==> config.mk <==
export PLATFORM = sky130hd
export DESIGN_NAME = udma_ext_per_device
export DESIGN_NICKNAME = d
export VERILOG_FILES = /design/src/rtl/udma_ext_per_pkg.sv /design/src/rtl/udma_ext_per_ser.sv /design/src/rtl/udma_ext_per_device.sv
export SDC_FILE = /design/constraint.sdc
export NUM_CORES = 1
export LEC_CHECK = 0
export BUFFER_PORTS_ARGS = -buffer_cell sky130_fd_sc_hd__buf_2
export CORE_ASPECT_RATIO = 1.75
export CORE_MARGIN = 3
export CORE_UTILIZATION = 40
export DETAILED_ROUTE_END_ITERATION = 12
export PLACE_DENSITY = 0.6
export SLEW_MARGIN = 20
export SYNTH_ARGS = -nofsm -noshare
export SYNTH_HDL_FRONTEND = slang
export SYNTH_SLANG_ARGS = --single-unit
==> constraint.sdc <==
create_clock -name clk_i -period 7.1 [get_ports clk_i]
set_clock_uncertainty 0.05 [all_clocks]
set_input_delay 1.065 -clock clk_i [delete_from_list [all_inputs] [get_ports clk_i]]
set_output_delay 1.065 -clock clk_i [all_outputs]
set_load 0.03 [all_outputs]
==> src/rtl/udma_ext_per_pkg.sv <==
// Shared definitions for the uDMA external-peripheral endpoint:
// transfer-size encoding, setup/status bit positions and the size decoder.
package udma_ext_per_pkg;

    // Transfer size field encoding. The value 3 also decodes to four bytes.
    typedef enum logic [1:0] {
        SZ_1B = 2'd0,
        SZ_2B = 2'd1,
        SZ_4B = 2'd2
    } size_e;

    // Bit positions inside the setup word
    localparam int SETUP_TX_SIZE = 0;   // [1:0]
    localparam int SETUP_RX_SIZE = 2;   // [3:2]
    localparam int SETUP_TX_EN   = 8;
    localparam int SETUP_RX_EN   = 9;
    localparam int SETUP_RX_TO   = 16;  // [23:16]

    // Bit positions inside the status word
    localparam int STAT_IDX        = 0;  // [2:0]
    localparam int STAT_TX_BUSY    = 4;
    localparam int STAT_RX_PARTIAL = 5;
    localparam int STAT_TX_CNT     = 8;  // [15:8]
    localparam int STAT_RX_CNT     = 16; // [23:16]

    // Number of bytes carried by one word for a given size field
    function automatic logic [2:0] nbytes(input logic [1:0] size);
        logic [2:0] n;
        case (size_e'(size))
            SZ_1B:   n = 3'd1;
            SZ_2B:   n = 3'd2;
            SZ_4B:   n = 3'd4;
            default: n = 3'd4;
        endcase
        return n;
    endfunction

endpackage

==> src/rtl/udma_ext_per_ser.sv <==
// TX serializer: takes one 32-bit word and emits its low 1, 2 or 4 bytes
// LSB-first on the 8-bit device stream. Two-state FSM (IDLE / SHIFT).
module udma_ext_per_ser
    import udma_ext_per_pkg::*;
(
    input  logic        clk,
    input  logic        rst_n,
    input  logic        en,          // word acceptance enable (tx_en, gated by reset state)
    input  logic [1:0]  size,        // tx_size field, sampled only at word accept
    input  logic [31:0] word_data,
    input  logic        word_valid,
    output logic        word_ready,
    output logic [7:0]  byte_data,
    output logic        byte_valid,
    input  logic        byte_ready,
    output logic        busy,
    output logic [7:0]  word_cnt
);

    localparam logic [0:0] ST_IDLE  = 1'b0;
    localparam logic [0:0] ST_SHIFT = 1'b1;

    logic [0:0]  state_reg;
    logic [31:0] shift_reg;
    logic [2:0]  rem_reg;
    logic [7:0]  cnt_reg;

    // Ready depends only on state and enable; no path from word_valid
    assign word_ready = (state_reg == ST_IDLE) && en;
    assign byte_valid = (state_reg == ST_SHIFT);
    assign byte_data  = shift_reg[7:0];
    assign busy       = (state_reg == ST_SHIFT);
    assign word_cnt   = cnt_reg;

    // FSM, shift register, remaining-byte count and completed-word counter
    always_ff @(posedge clk or negedge rst_n) begin
        if (!rst_n) begin
            state_reg <= ST_IDLE;
            shift_reg <= '0;
            rem_reg   <= '0;
            cnt_reg   <= '0;
        end else begin
            case (state_reg)
                ST_IDLE: begin
                    if (word_valid && word_ready) begin
                        shift_reg <= word_data;
                        rem_reg   <= nbytes(size);
                        state_reg <= ST_SHIFT;
                    end
                end
                ST_SHIFT: begin
                    if (byte_ready) begin
                        if (rem_reg == 3'd1) begin
                            // Last byte gone: drop any unsent upper bytes
                            shift_reg <= '0;
                            rem_reg   <= '0;
                            cnt_reg   <= cnt_reg + 8'd1;
                            state_reg <= ST_IDLE;
                        end else begin
                            shift_reg <= {8'h00, shift_reg[31:8]};
                            rem_reg   <= rem_reg - 3'd1;
                        end
                    end
                end
                default: state_reg <= ST_IDLE;
            endcase
        end
    end

endmodule

==> src/rtl/udma_ext_per_device.sv <==
// Peripheral-side endpoint of the uDMA external streams. TX words are
// serialized onto the device byte stream by udma_ext_per_ser; device RX
// bytes are packed here into words, with an idle timeout that flushes a
// partial word. Status is reported one cycle late through cfg_status_o.
module udma_ext_per_device
    import udma_ext_per_pkg::*;
(
    input  logic        clk_i,
    input  logic        rstn_i,
    input  logic [31:0] cfg_setup_i,
    output logic [31:0] cfg_status_o,
    input  logic [31:0] tx_data_i,
    input  logic        tx_valid_i,
    output logic        tx_ready_o,
    output logic [31:0] rx_data_o,
    output logic        rx_valid_o,
    input  logic        rx_ready_i,
    output logic [7:0]  per_tx_data_o,
    output logic        per_tx_valid_o,
    input  logic        per_tx_ready_i,
    input  logic [7:0]  per_rx_data_i,
    input  logic        per_rx_valid_i,
    output logic        per_rx_ready_o
);

    // Setup word fields
    logic [1:0] tx_size;
    logic [1:0] rx_size;
    logic       tx_en;
    logic       rx_en;
    logic [7:0] rx_timeout;
    logic       cfg_unused;

    assign tx_size    = cfg_setup_i[SETUP_TX_SIZE +: 2];
    assign rx_size    = cfg_setup_i[SETUP_RX_SIZE +: 2];
    assign tx_en      = cfg_setup_i[SETUP_TX_EN];
    assign rx_en      = cfg_setup_i[SETUP_RX_EN];
    assign rx_timeout = cfg_setup_i[SETUP_RX_TO +: 8];
    assign cfg_unused = ^{cfg_setup_i[31:24], cfg_setup_i[15:10], cfg_setup_i[7:4]};

    // Low while in reset so that both ready outputs are 0 during reset,
    // rises on the first clock after release.
    logic active_reg;

    // Out-of-reset flag
    always_ff @(posedge clk_i or negedge rstn_i) begin
        if (!rstn_i) begin
            active_reg <= 1'b0;
        end else begin
            active_reg <= 1'b1;
        end
    end

    // ------------------------------------------------------------------
    // TX path
    // ------------------------------------------------------------------
    logic       tx_busy;
    logic [7:0] tx_cnt;

    udma_ext_per_ser u_ser (
        .clk        (clk_i),
        .rst_n      (rstn_i),
        .en         (active_reg && tx_en),
        .size       (tx_size),
        .word_data  (tx_data_i),
        .word_valid (tx_valid_i),
        .word_ready (tx_ready_o),
        .byte_data  (per_tx_data_o),
        .byte_valid (per_tx_valid_o),
        .byte_ready (per_tx_ready_i),
        .busy       (tx_busy),
        .word_cnt   (tx_cnt)
    );

    // ------------------------------------------------------------------
    // RX packer
    // ------------------------------------------------------------------
    logic [2:0]  idx_reg;      // next byte lane; nonzero means a partial word
    logic [2:0]  nb_reg;       // word size latched at the first byte
    logic [31:0] buf_reg;      // partial word, zero above the filled lanes
    logic [7:0]  to_cnt_reg;   // idle cycles since the last accepted byte
    logic [31:0] rx_data_reg;
    logic        rx_valid_reg;
    logic [7:0]  rx_cnt_reg;
    logic [31:0] status_reg;

    logic        byte_acc;
    logic [2:0]  nb_eff;
    logic [31:0] buf_wr;
    logic        last_byte;
    logic [7:0]  to_cnt_inc;
    logic        to_hit;
    logic        flush;
    logic [31:0] status_next;

    // A single output register: stall bytes while a word waits for the uDMA
    assign per_rx_ready_o = active_reg && rx_en && !rx_valid_reg;
    assign rx_data_o      = rx_data_reg;
    assign rx_valid_o     = rx_valid_reg;
    assign cfg_status_o   = status_reg;

    assign byte_acc   = per_rx_valid_i && per_rx_ready_o;
    assign nb_eff     = (idx_reg == 3'd0) ? nbytes(rx_size) : nb_reg;
    assign last_byte  = byte_acc && ((idx_reg + 3'd1) == nb_eff);
    // Saturate so that a flush held off by a pending word is not lost to wrap
    assign to_cnt_inc = (to_cnt_reg == 8'hFF) ? 8'hFF : (to_cnt_reg + 8'd1);
    assign to_hit     = (idx_reg != 3'd0) && !byte_acc &&
                        (rx_timeout != 8'd0) && (to_cnt_inc >= rx_timeout);
    assign flush      = to_hit && !rx_valid_reg;

    // Partial word with the incoming byte placed in its lane
    always_comb begin
        buf_wr = buf_reg;
        buf_wr[{idx_reg[1:0], 3'b000} +: 8] = per_rx_data_i;
    end

    // Byte packing, timeout flush and output word register
    always_ff @(posedge clk_i or negedge rstn_i) begin
        if (!rstn_i) begin
            idx_reg      <= '0;
            nb_reg       <= '0;
            buf_reg      <= '0;
            to_cnt_reg   <= '0;
            rx_data_reg  <= '0;
            rx_valid_reg <= 1'b0;
            rx_cnt_reg   <= '0;
        end else begin
            if (rx_valid_reg && rx_ready_i) begin
                rx_valid_reg <= 1'b0;
            end

            if (byte_acc) begin
                to_cnt_reg <= '0;
                if (idx_reg == 3'd0) begin
                    nb_reg <= nbytes(rx_size);
                end
                if (last_byte) begin
                    rx_data_reg  <= buf_wr;
                    rx_valid_reg <= 1'b1;
                    buf_reg      <= '0;
                    idx_reg      <= '0;
                    rx_cnt_reg   <= rx_cnt_reg + 8'd1;
                end else begin
                    buf_reg <= buf_wr;
                    idx_reg <= idx_reg + 3'd1;
                end
            end else if (idx_reg != 3'd0) begin
                if (flush) begin
                    rx_data_reg  <= buf_reg;
                    rx_valid_reg <= 1'b1;
                    buf_reg      <= '0;
                    idx_reg      <= '0;
                    to_cnt_reg   <= '0;
                    rx_cnt_reg   <= rx_cnt_reg + 8'd1;
                end else begin
                    to_cnt_reg <= to_cnt_inc;
                end
            end else begin
                to_cnt_reg <= '0;
            end
        end
    end

    // ------------------------------------------------------------------
    // Status
    // ------------------------------------------------------------------

    // Assemble the status word from current state
    always_comb begin
        status_next = '0;
        status_next[STAT_IDX +: 3]      = idx_reg;
        status_next[STAT_TX_BUSY]       = tx_busy;
        status_next[STAT_RX_PARTIAL]    = (idx_reg != 3'd0);
        status_next[STAT_TX_CNT +: 8]   = tx_cnt;
        status_next[STAT_RX_CNT +: 8]   = rx_cnt_reg;
    end

    // Registered status, one cycle behind the state it reports
    always_ff @(posedge clk_i or negedge rstn_i) begin
        if (!rstn_i) begin
            status_reg <= '0;
        end else begin
            status_reg <= status_next;
        end
    end

endmodule
Yosys cells after proc, flatten, opt, wreduce, memory -nomap -nowiden --
Index checks and enable logic that the tools add are counted.
Storage, ports and cells: bits in registers 153, input bits 78, output and inout bits 76, logic and storage cells 97
Cells by class: $add $sub $neg 6, $lt $le $gt $ge 1, equal/unequal tests 8, shifts and indexed selects 2, multiplexer cells 41, bitwise logic cells 1, reductions and logical operators 25
Operators with widths (number):
- 2-to-1 mux 32 bit | 10
- 2-to-1 mux 8 bit | 8
- one-hot mux 32 bit (2 select lines) | 1
- bitwise mux 32 bit | 1
- variable shift 8 x 7 -> 32 bit, first input constant | 1
- indexed part select 8 x 7 -> 32 bit | 1
- adder 8 x 1 -> 8 bit, second input constant | 3
- 2-to-1 mux 24 bit | 1
- 2-to-1 mux 3 bit | 8
- one-hot mux 3 bit (2 select lines) | 3
- logical AND 1 bit | 12
- == test 8 bit, second input constant | 1
- greater-or-equal comparator 8 bit | 1
- 2-to-1 mux 1 bit | 8
- nonzero test 8 bit | 1
- negator 5 -> 7 bit | 1
- AND reduction 3 bit | 2
- == test 2 x 1 -> 1 bit, second input constant | 2
- logical NOT 2 bit | 2
- != test 2 bit, second input constant | 2
- AND reduction 2 bit | 2
- nonzero test 2 bit | 2
- adder 3 x 1 -> 3 bit, second input constant | 1
- == test 3 x 1 -> 1 bit, second input constant | 1
- 8 further kinds | 9

Logic depth before layout (Yosys ltp) --
Gate-level depths: netlist of run 1.
depth in word-level cells 11, depth in mapped cells 13, gate-level depth less buffers 12

Cells and area by module --
Synthesis of run 1 repeated with hierarchy kept, for this count alone.
Unflattened totals: cells, all modules 608, area, all modules 7213.2 um^2
By module, submodules not included:
- udma_ext_per_device | instances 1, cells each 392, area each 4895.9 um^2, sequential area each 2727.6 um^2
- udma_ext_per_ser | instances 1, cells each 216, area each 2317.2 um^2, sequential area each 1101.1 um^2

Worst setup path before layout of run 1 --
No wires, ideal clock.
kind flip-flop to flip-flop, from reg to_cnt_reg[0], to reg rx_data_reg[11] (netlist: rx_data_o[11]), setup time 0.125 ns, arrival 2.921 ns, data required time 6.925 ns, path slack 4.004 ns, cell stages (with the launch flop) 14, path buffers 1, period minus slack after synthesis 3.096 ns, cell sequence dfrtp_1 -> ha_1 -> nand2_1 -> nor2_1 -> nand3_1 -> and2_1 -> ha_1 -> nor2b_1 -> o21ai_0 -> a211oi_1 -> nor3_1 -> nor2_4 -> buf_6 -> mux2_4
Between the ends: word-level cells in the longest chain between the ends 7, elaborated cells between the ends (all ways) 8, classes of those cells add/sub (1); order compare (1); eq/ne (1); mux (1); reduce/logical (4)
RTL lines:
- from (decl) | line udma_ext_per_device.sv:81 | logic [7:0] to_cnt_reg;
- from (signal assigned) | line udma_ext_per_device.sv:156 | to_cnt_reg <= to_cnt_inc;
- adder 8 x 1 -> 8 bit or == test 8 bit (tied branches) | line udma_ext_per_device.sv:106 | assign to_cnt_inc = (to_cnt_reg == 8'hFF) ? 8'hFF : (to_cnt_reg + 8'd1);
- 2-to-1 mux 8 bit (*) | line udma_ext_per_device.sv:106
- greater-or-equal comparator 8 bit (*) | line udma_ext_per_device.sv:108 | (rx_timeout != 8'd0) && (to_cnt_inc >= rx_timeout);
- logical AND 1 bit (*) | line udma_ext_per_device.sv:108
- logical AND 1 bit (*) | line udma_ext_per_device.sv:109 | assign flush = to_hit && !rx_valid_reg;
- nonzero test 2 bit (no line) (*)
- AND reduction 3 bit (no line) (*)
- to (signal assigned) | line udma_ext_per_device.sv:138 | rx_data_reg <= buf_wr;
- to (signal assigned) | line udma_ext_per_device.sv:149 | rx_data_reg <= buf_reg;
- to (decl) | line udma_ext_per_device.sv:82 | logic [31:0] rx_data_reg;
Mark *: on every way between the ends. The rest lies on a longest branch, timed or not. A chain may end at the register's enable or synchronous reset.

Worst setup path in the final report of run 1 --
from reg to_cnt_reg[0], to reg rx_data_reg[7] (netlist: rx_data_o[7])
Same word-level chain as after synthesis.

==> flow_metrics.env, run 1 <==
export IMPL_r2r_slack_ps=3210
export IMPL_pwr_density_cell_nw_per_um2=380.3
export IMPL_hold_class="flip-flop to flip-flop"
export IMPL_synthCells=562
export IMPL_fillers=1559
export IMPL_path_buf_inv=1
export IMPL_r2r_start="to_cnt_reg[0]"
export IMPL_ys_seq_area_frac=0.5592
export IMPL_die_h_um=179.1
export IMPL_final_common_cell="dfrtp_1"
export IMPL_crit_path_end_kind="flip-flop"
export IMPL_clockBufferDepth=2
export IMPL_reg2reg_depth=13
export IMPL_track_usage=0.1708
export IMPL_status="finished clean"
export IMPL_ios=154
export IMPL_antenna_found_initial=1
export IMPL_regToRegEndpoint="rx_data_o[7]"
export IMPL_first_pass_iters=4
export IMPL_ant_nets=0
export IMPL_finalMaxSlewViolations=0
export IMPL_post_cts_setup_buffer_count=0
export IMPL_crit_family="simple AND/OR/NAND/NOR gates"
export IMPL_worst_path_most_repeated_cell="ha_1"
export IMPL_clock_power_share=0.287
export IMPL_cts_resized_gates=0
export IMPL_setup_tns_ps=0
export IMPL_hold_viol_final=0
export IMPL_grt_pass1_vias=4946
export IMPL_cts_tree="yes"
export IMPL_worst_pin_slew_ps=1129
export IMPL_internal_power_mw=1.924
export IMPL_synth_edf_count=0
export IMPL_ys_async_sr_fraction=1.000
export IMPL_period_minus_slack_ps=3892
export IMPL_diodes=0
export IMPL_syn_area_um2=6847
export IMPL_min_to="cfg_status_o[22]"
export IMPL_dpl_hpwl_um=11210
export IMPL_maxCapViolCount=0
export IMPL_rsz0062_at_grt="no"
export IMPL_areaGrowthSynthToFinish_pct=18.95
export IMPL_vias=4831
export IMPL_finalNetCount=770
export IMPL_ctsHoldBuffers=0
export IMPL_numCtsBuffers=17
export IMPL_min_path_cells=0
export IMPL_timing_hold_ws_ps=366.2
export IMPL_initialDrtViolationCount=174
export IMPL_grt_pass1_wl_um=25340
export IMPL_leakage_nw=4.150
export IMPL_min_from="rx_cnt_reg[6]"
export IMPL_cts_sinks=153
export IMPL_final_cell_mix="153 x dfrtp_1, 123 x buf_2, 72 x a22o_1, 69 x nor2_1, 28 x mux2_4"
export IMPL_avgSynthCellArea_um2=12.18
export IMPL_worst_path_max_fanout=34
export IMPL_startpoint_type="flip-flop"
export IMPL_initial_utilization=0.4124
export IMPL_grt_ovfl_total=0
export IMPL_power_switching_mw=1.173
export IMPL_power_frac_seq=0.394
export IMPL_drive_gt1_frac=0.2955
export IMPL_grt_start_max_net_pins=82
export IMPL_htree_levels=4
export IMPL_cts_root_buf="clkbuf_16"
export IMPL_final_util=0.4906
export IMPL_fin_crit_sh=0.5482
export IMPL_swShare=0.3788
export IMPL_synth_distinct_cells=48
export IMPL_max_freq_ghz=0.2569
export IMPL_num_rows=62
export IMPL_synth_seq_cells=153
export IMPL_setup_violations=0
export IMPL_drt_total_wl_um=15610
export IMPL_crit_required_ps=7370
export IMPL_path_cells="ha_1 -> nand2_1 -> nor2_1 -> nand3_1 -> and2_1 -> ha_1 -> nor2b_1 -> o21ai_0 -> a211oi_1 -> nor3_1 -> nor2_4 -> buf_4 -> mux2_2"
export IMPL_drc=0
export IMPL_slew_headroom=0.2474
export IMPL_clk_pin_slew_ps=70
export IMPL_numPortBuffers=124
export IMPL_via_per_inst=5.303
export IMPL_synth_ff_type="dfrtp_1"
export IMPL_clk_insertion_delay_late_ps=430
export IMPL_die_width_um=104.9
export IMPL_cp_arrival_ps=4160
export IMPL_cp_slowest_stage_delay_ps=500
export IMPL_critical_path_class="flip-flop to flip-flop"
export IMPL_routedWlPerCell_um=17.14
export IMPL_cp_slowest_cell="buf_4"
export IMPL_gp_congestion=0.8182
export IMPL_coreArea_um2=16600
export IMPL_ys_warn_count=0
export IMPL_combPwrFrac=0.320
export IMPL_dieArea_um2=18780
export IMPL_vdd_drop_max_mv=0.1931
==> power groups by stage <==
stage,combinational [mW],sequential [mW],clock [mW]
after floorplan,0.667,1.34,0
after global placement,0.977,1.23,0
after detailed placement,1.00,1.23,0
after CTS,1.01,1.22,0.917
after global routing,1.08,1.25,0.952
final,0.990,1.22,0.888
==> worst reg2reg max path, stage by stage (launching register included) <==
cell	delay, ps
dfrtp_1	370
ha_1	210
nand2_1	90
nor2_1	170
nand3_1	290
and2_1	300
ha_1	280
nor2b_1	110
o21ai_0	90
a211oi_1	470
nor3_1	280
nor2_4	140
buf_4	500
mux2_2	430
==> worst max-delay path by stage <==
stage / from / endpoint / slack [ps] / cells past startpoint
finish: to_cnt_reg[0] / rx_data_o[7] / 3210 / 13
global route: to_cnt_reg[0] / rx_data_o[13] / 2880 / 13
CTS: to_cnt_reg[0] / rx_data_o[9] / 3130 / 13
detailed placement: to_cnt_reg[0] / rx_data_o[10] / 3140 / 13
global placement: to_cnt_reg[0] / rx_data_o[8] / 3230 / 13
floorplan: to_cnt_reg[0] / rx_data_o[11] / 4000 / 13
==> final cells by class <==
type,instances,area (um2),area share
repair buffers,128,656.9,0.08066
clock buffers,17,425.4,0.05224
inverters,17,63.81,0.007835
clock inverters,15,167.7,0.02059
multi-input cells,357,2721,0.3342
flip-flops and latches,153,3829,0.4701
well taps,224,280.3,0.03441
==> cell families after synthesis <==
group | Yosys count | share of synthesized area
AND/OR/NAND/NOR | 133 | 0.09156
flip-flops | 153 | 0.5592
multiplexers | 41 | 0.08224
XOR/XNOR | 21 | 0.02686
other | 2 | 0.001097
adder cells (fa/ha/maj) | 18 | 0.03290
buffers and inverters | 62 | 0.04934
AO/OA/AOI/OAI | 132 | 0.1568
==> synth_stat cells (2+ instances only) <==
cell	n	area [um2]
nor2b_1	4	25.02
nor3b_1	4	30.03
xnor2_1	17	148.9
nor3_1	2	10.01
dfrtp_1	153	3829
buf_4	19	142.6
mux2_4	28	420.4
a22o_1	72	630.6
mux2i_1	3	30.03
xor2_1	4	35.03
mux2_2	10	112.6
o2111ai_1	3	26.28
a21oi_1	8	40.04
o22ai_1	2	12.51
inv_1	16	60.06
o21ai_1	4	20.02
o21ai_0	6	30.03
nor4_1	2	12.51
and2_1	2	12.51
buf_6	4	45.04
conb_1	2	7.510
ha_1	18	225.2
nor2_1	69	259.0
nand3_1	11	55.05
clkbuf_1	11	41.29
nand4_1	5	31.28
a211oi_1	3	22.52
buf_1	8	30.03
buf_2	3	15.01
nand2_1	19	71.32
and3_1	6	37.54
and4_1	2	17.52
a21o_1	2	15.01
a221oi_1	24	210.2
nand2b_1	3	18.77
==> routing by layer <==
layer	GRT usage	part of all wire	vias to the layer above
li1	-	-	2238
met4	0.07827	0.028	2
met2	0.3033	0.52	150
met5	0	0.00083	-
met3	0.04613	0.049	26
met1	0.1903	0.40	2415
==> stage by stage <==
stage	worst slack (ps)	power, mW	area, um2	std cells
2_1_floorplan	4004	2.009	6884	572
3_3_place_gp	3232	2.204	7551	879
3_5_place_dp	3142	2.236	7551	879
4_1_cts	3132	3.143	8144	911
5_1_grt	2880	3.279	8144	911
6_report	3208	3.097	8144	911
No activity file was read; power rests on OpenSTA's default activity.
==> run 2: changes to the inputs <==
- PLACE_DENSITY: 0.6 -> 0.62
- clock period: 7.1 -> 3.5 ns (I/O delays scaled with it)
==> run 2 against run 1 <==
Effect of this change: first-iteration DRC count grew 48%; global-route usage grew 0.43 points; power grew 100%; maximum frequency grew 18%; via count grew 0.46%; combinational power grew 110%; register-to-register slack lost 3000 ps; largest power group unchanged; highest routed layer is now met4.
==> flow_metrics.env, run 2 (same netlist as run 1, synthesis figures left out) <==
export IMPL_status="finished clean"
export IMPL_numCtsBuffers=17
export IMPL_fin_crit_sh=0.9459
export IMPL_setup_violations=0
export IMPL_slew_headroom=0.5738
export IMPL_setup_ws_ps=189.2
export IMPL_pwr_density_cell_nw_per_um2=759.5
export IMPL_max_freq_ghz=0.3020
export IMPL_period_minus_slack_ps=3311
export IMPL_grt_pass1_vias=5091
export IMPL_cp_arrival_ps=3550
export IMPL_ios=154
export IMPL_startpoint_type="flip-flop"
export IMPL_critical_path_class="flip-flop to flip-flop"
export IMPL_grt_pass1_wl_um=26030
export IMPL_cts_sinks=153
export IMPL_final_cell_mix="153 x dfrtp_1, 123 x buf_2, 72 x a22o_1, 69 x nor2_1, 28 x mux2_4"
export IMPL_crit_required_ps=3740
export IMPL_ctsHoldBuffers=0
export IMPL_initial_utilization=0.4124
export IMPL_diodes=0
export IMPL_worst_pin_slew_ps=639.3
export IMPL_timing_hold_ws_ps=42.21
export IMPL_hold_viol_final=0
export IMPL_clk_insertion_delay_late_ps=420
export IMPL_vdd_drop_max_mv=0.4434
export IMPL_vias=4853
export IMPL_die_h_um=179.1
export IMPL_die_width_um=104.9
export IMPL_dp_slack_ps=60.94
export IMPL_finalNetCount=781
export IMPL_track_usage=0.1751
export IMPL_crit_path_end_kind="flip-flop"
export IMPL_drive_gt1_frac=0.3109
export IMPL_cts_resized_gates=0
export IMPL_initialDrtViolationCount=258
export IMPL_cts_root_buf="clkbuf_16"
export IMPL_antenna_found_initial=0
export IMPL_r2r_slack_ps=190
export IMPL_first_pass_iters=4
export IMPL_post_cts_setup_buffer_count=0
export IMPL_num_rows=62
export IMPL_ff_latch_area_um2=3829
export IMPL_finalMaxSlewViolations=0
export IMPL_ant_nets=0
export IMPL_reg2reg_depth=14
export IMPL_worst_path_max_fanout=17
export IMPL_dpl_hpwl_um=11690
export IMPL_final_common_cell="dfrtp_1"
export IMPL_grt_ovfl_total=0
export IMPL_grt_start_max_net_pins=68
export IMPL_drc=0
export IMPL_fillers=1519
export IMPL_htree_levels=4
export IMPL_routedWlPerCell_um=17.67
export IMPL_leakage_nw=4.199
export IMPL_numPortBuffers=124
export IMPL_clk_pin_slew_ps=70
export IMPL_drt_total_wl_um=16290
export IMPL_multi_input_area_um2=2736
export IMPL_maxCapViolCount=0
export IMPL_r2r_start="to_cnt_reg[0]"
export IMPL_clockBufferDepth=2
export IMPL_coreArea_um2=16600
export IMPL_setup_tns_ps=0
export IMPL_cts_tree="yes"
export IMPL_gp_congestion=0.8160
export IMPL_hold_class="input pin to asynchronous set/reset pin"
export IMPL_dieArea_um2=18780
export IMPL_via_per_inst=5.264
export IMPL_regToRegEndpoint="rx_data_o[9]"
export IMPL_areaGrowthSynthToFinish_pct=20.43
## run 2: cell count changes in the layout (fill, tap and decap cells not counted), sizes merged
cell,change
clkinvlp,+3
buf,+10
clkinv,+2
inv,-6
clkbuf,+2
## run 2: layer usage
metal	GRT usage	wire length (um)	share of wire	up-vias
met5	0	0	0	-
li1	-	-	-	2261
met1	0.1962	6499	0.40	2386
met4	0.07827	495	0.030	0
met2	0.3181	8580	0.53	174
met3	0.03712	715	0.044	32
## run 2: critical path: stages, from the launching register on
cell and delay [ps]:
dfrtp_1 370, ha_1 210, nand2_1 100, nor2_1 220
nand3_2 160, nand2_1 110, ha_1 240, a211oi_1 220
o21ai_0 150, a211oi_2 340, buf_4 180, nor3_2 60
nor2_4 200, buf_12 210, mux2_2 350
## run 2: cell type report
type                            instances  share of cell area
Sequential cell                       153              0.4643
Multi-Input combinational cell        357              0.3319
Timing Repair Buffer                  139             0.09484
Clock buffer                           18             0.05326
Tap cell                              224             0.03399
Clock inverter                         14             0.01396
Inverter                               17            0.007739
## run 2: how the worst max path moves through the flow
stage / startpoint / to / slack, ps / depth (start not counted)
after floorplan: to_cnt_reg[0] / rx_data_o[11] / 400 / 13
after global placement: to_cnt_reg[0] / buf_reg[11] / 190 / 13
after detailed placement: to_cnt_reg[0] / buf_reg[12] / 60 / 13
after CTS: to_cnt_reg[0] / buf_reg[12] / 30 / 13
after global routing: to_cnt_reg[0] / rx_data_o[6] / -6 / 14
final: to_cnt_reg[0] / rx_data_o[9] / 190 / 14
## run 2: power breakdown
part | total [mW] | internal (mW) | switching, mW | leakage (nW)
Clock | 1.70 | 0.941 | 0.763 | 0.263
Sequential | 2.48 | 2.21 | 0.277 | 2.02
Combinational | 2.07 | 0.777 | 1.30 | 1.92
## run 2: through the flow
stage / instance area (um2) / total power [mW] / util / cells
finish: 8245 / 6.262 / 0.4967 / 922
floorplan: 6884 / 4.076 / - / 572
global route: 8245 / 6.647 / 0.4967 / 922
global placement: 7647 / 4.531 / 0.4607 / 889
CTS: 8202 / 6.322 / 0.4940 / 921
detailed placement: 7647 / 4.589 / 0.4607 / 889
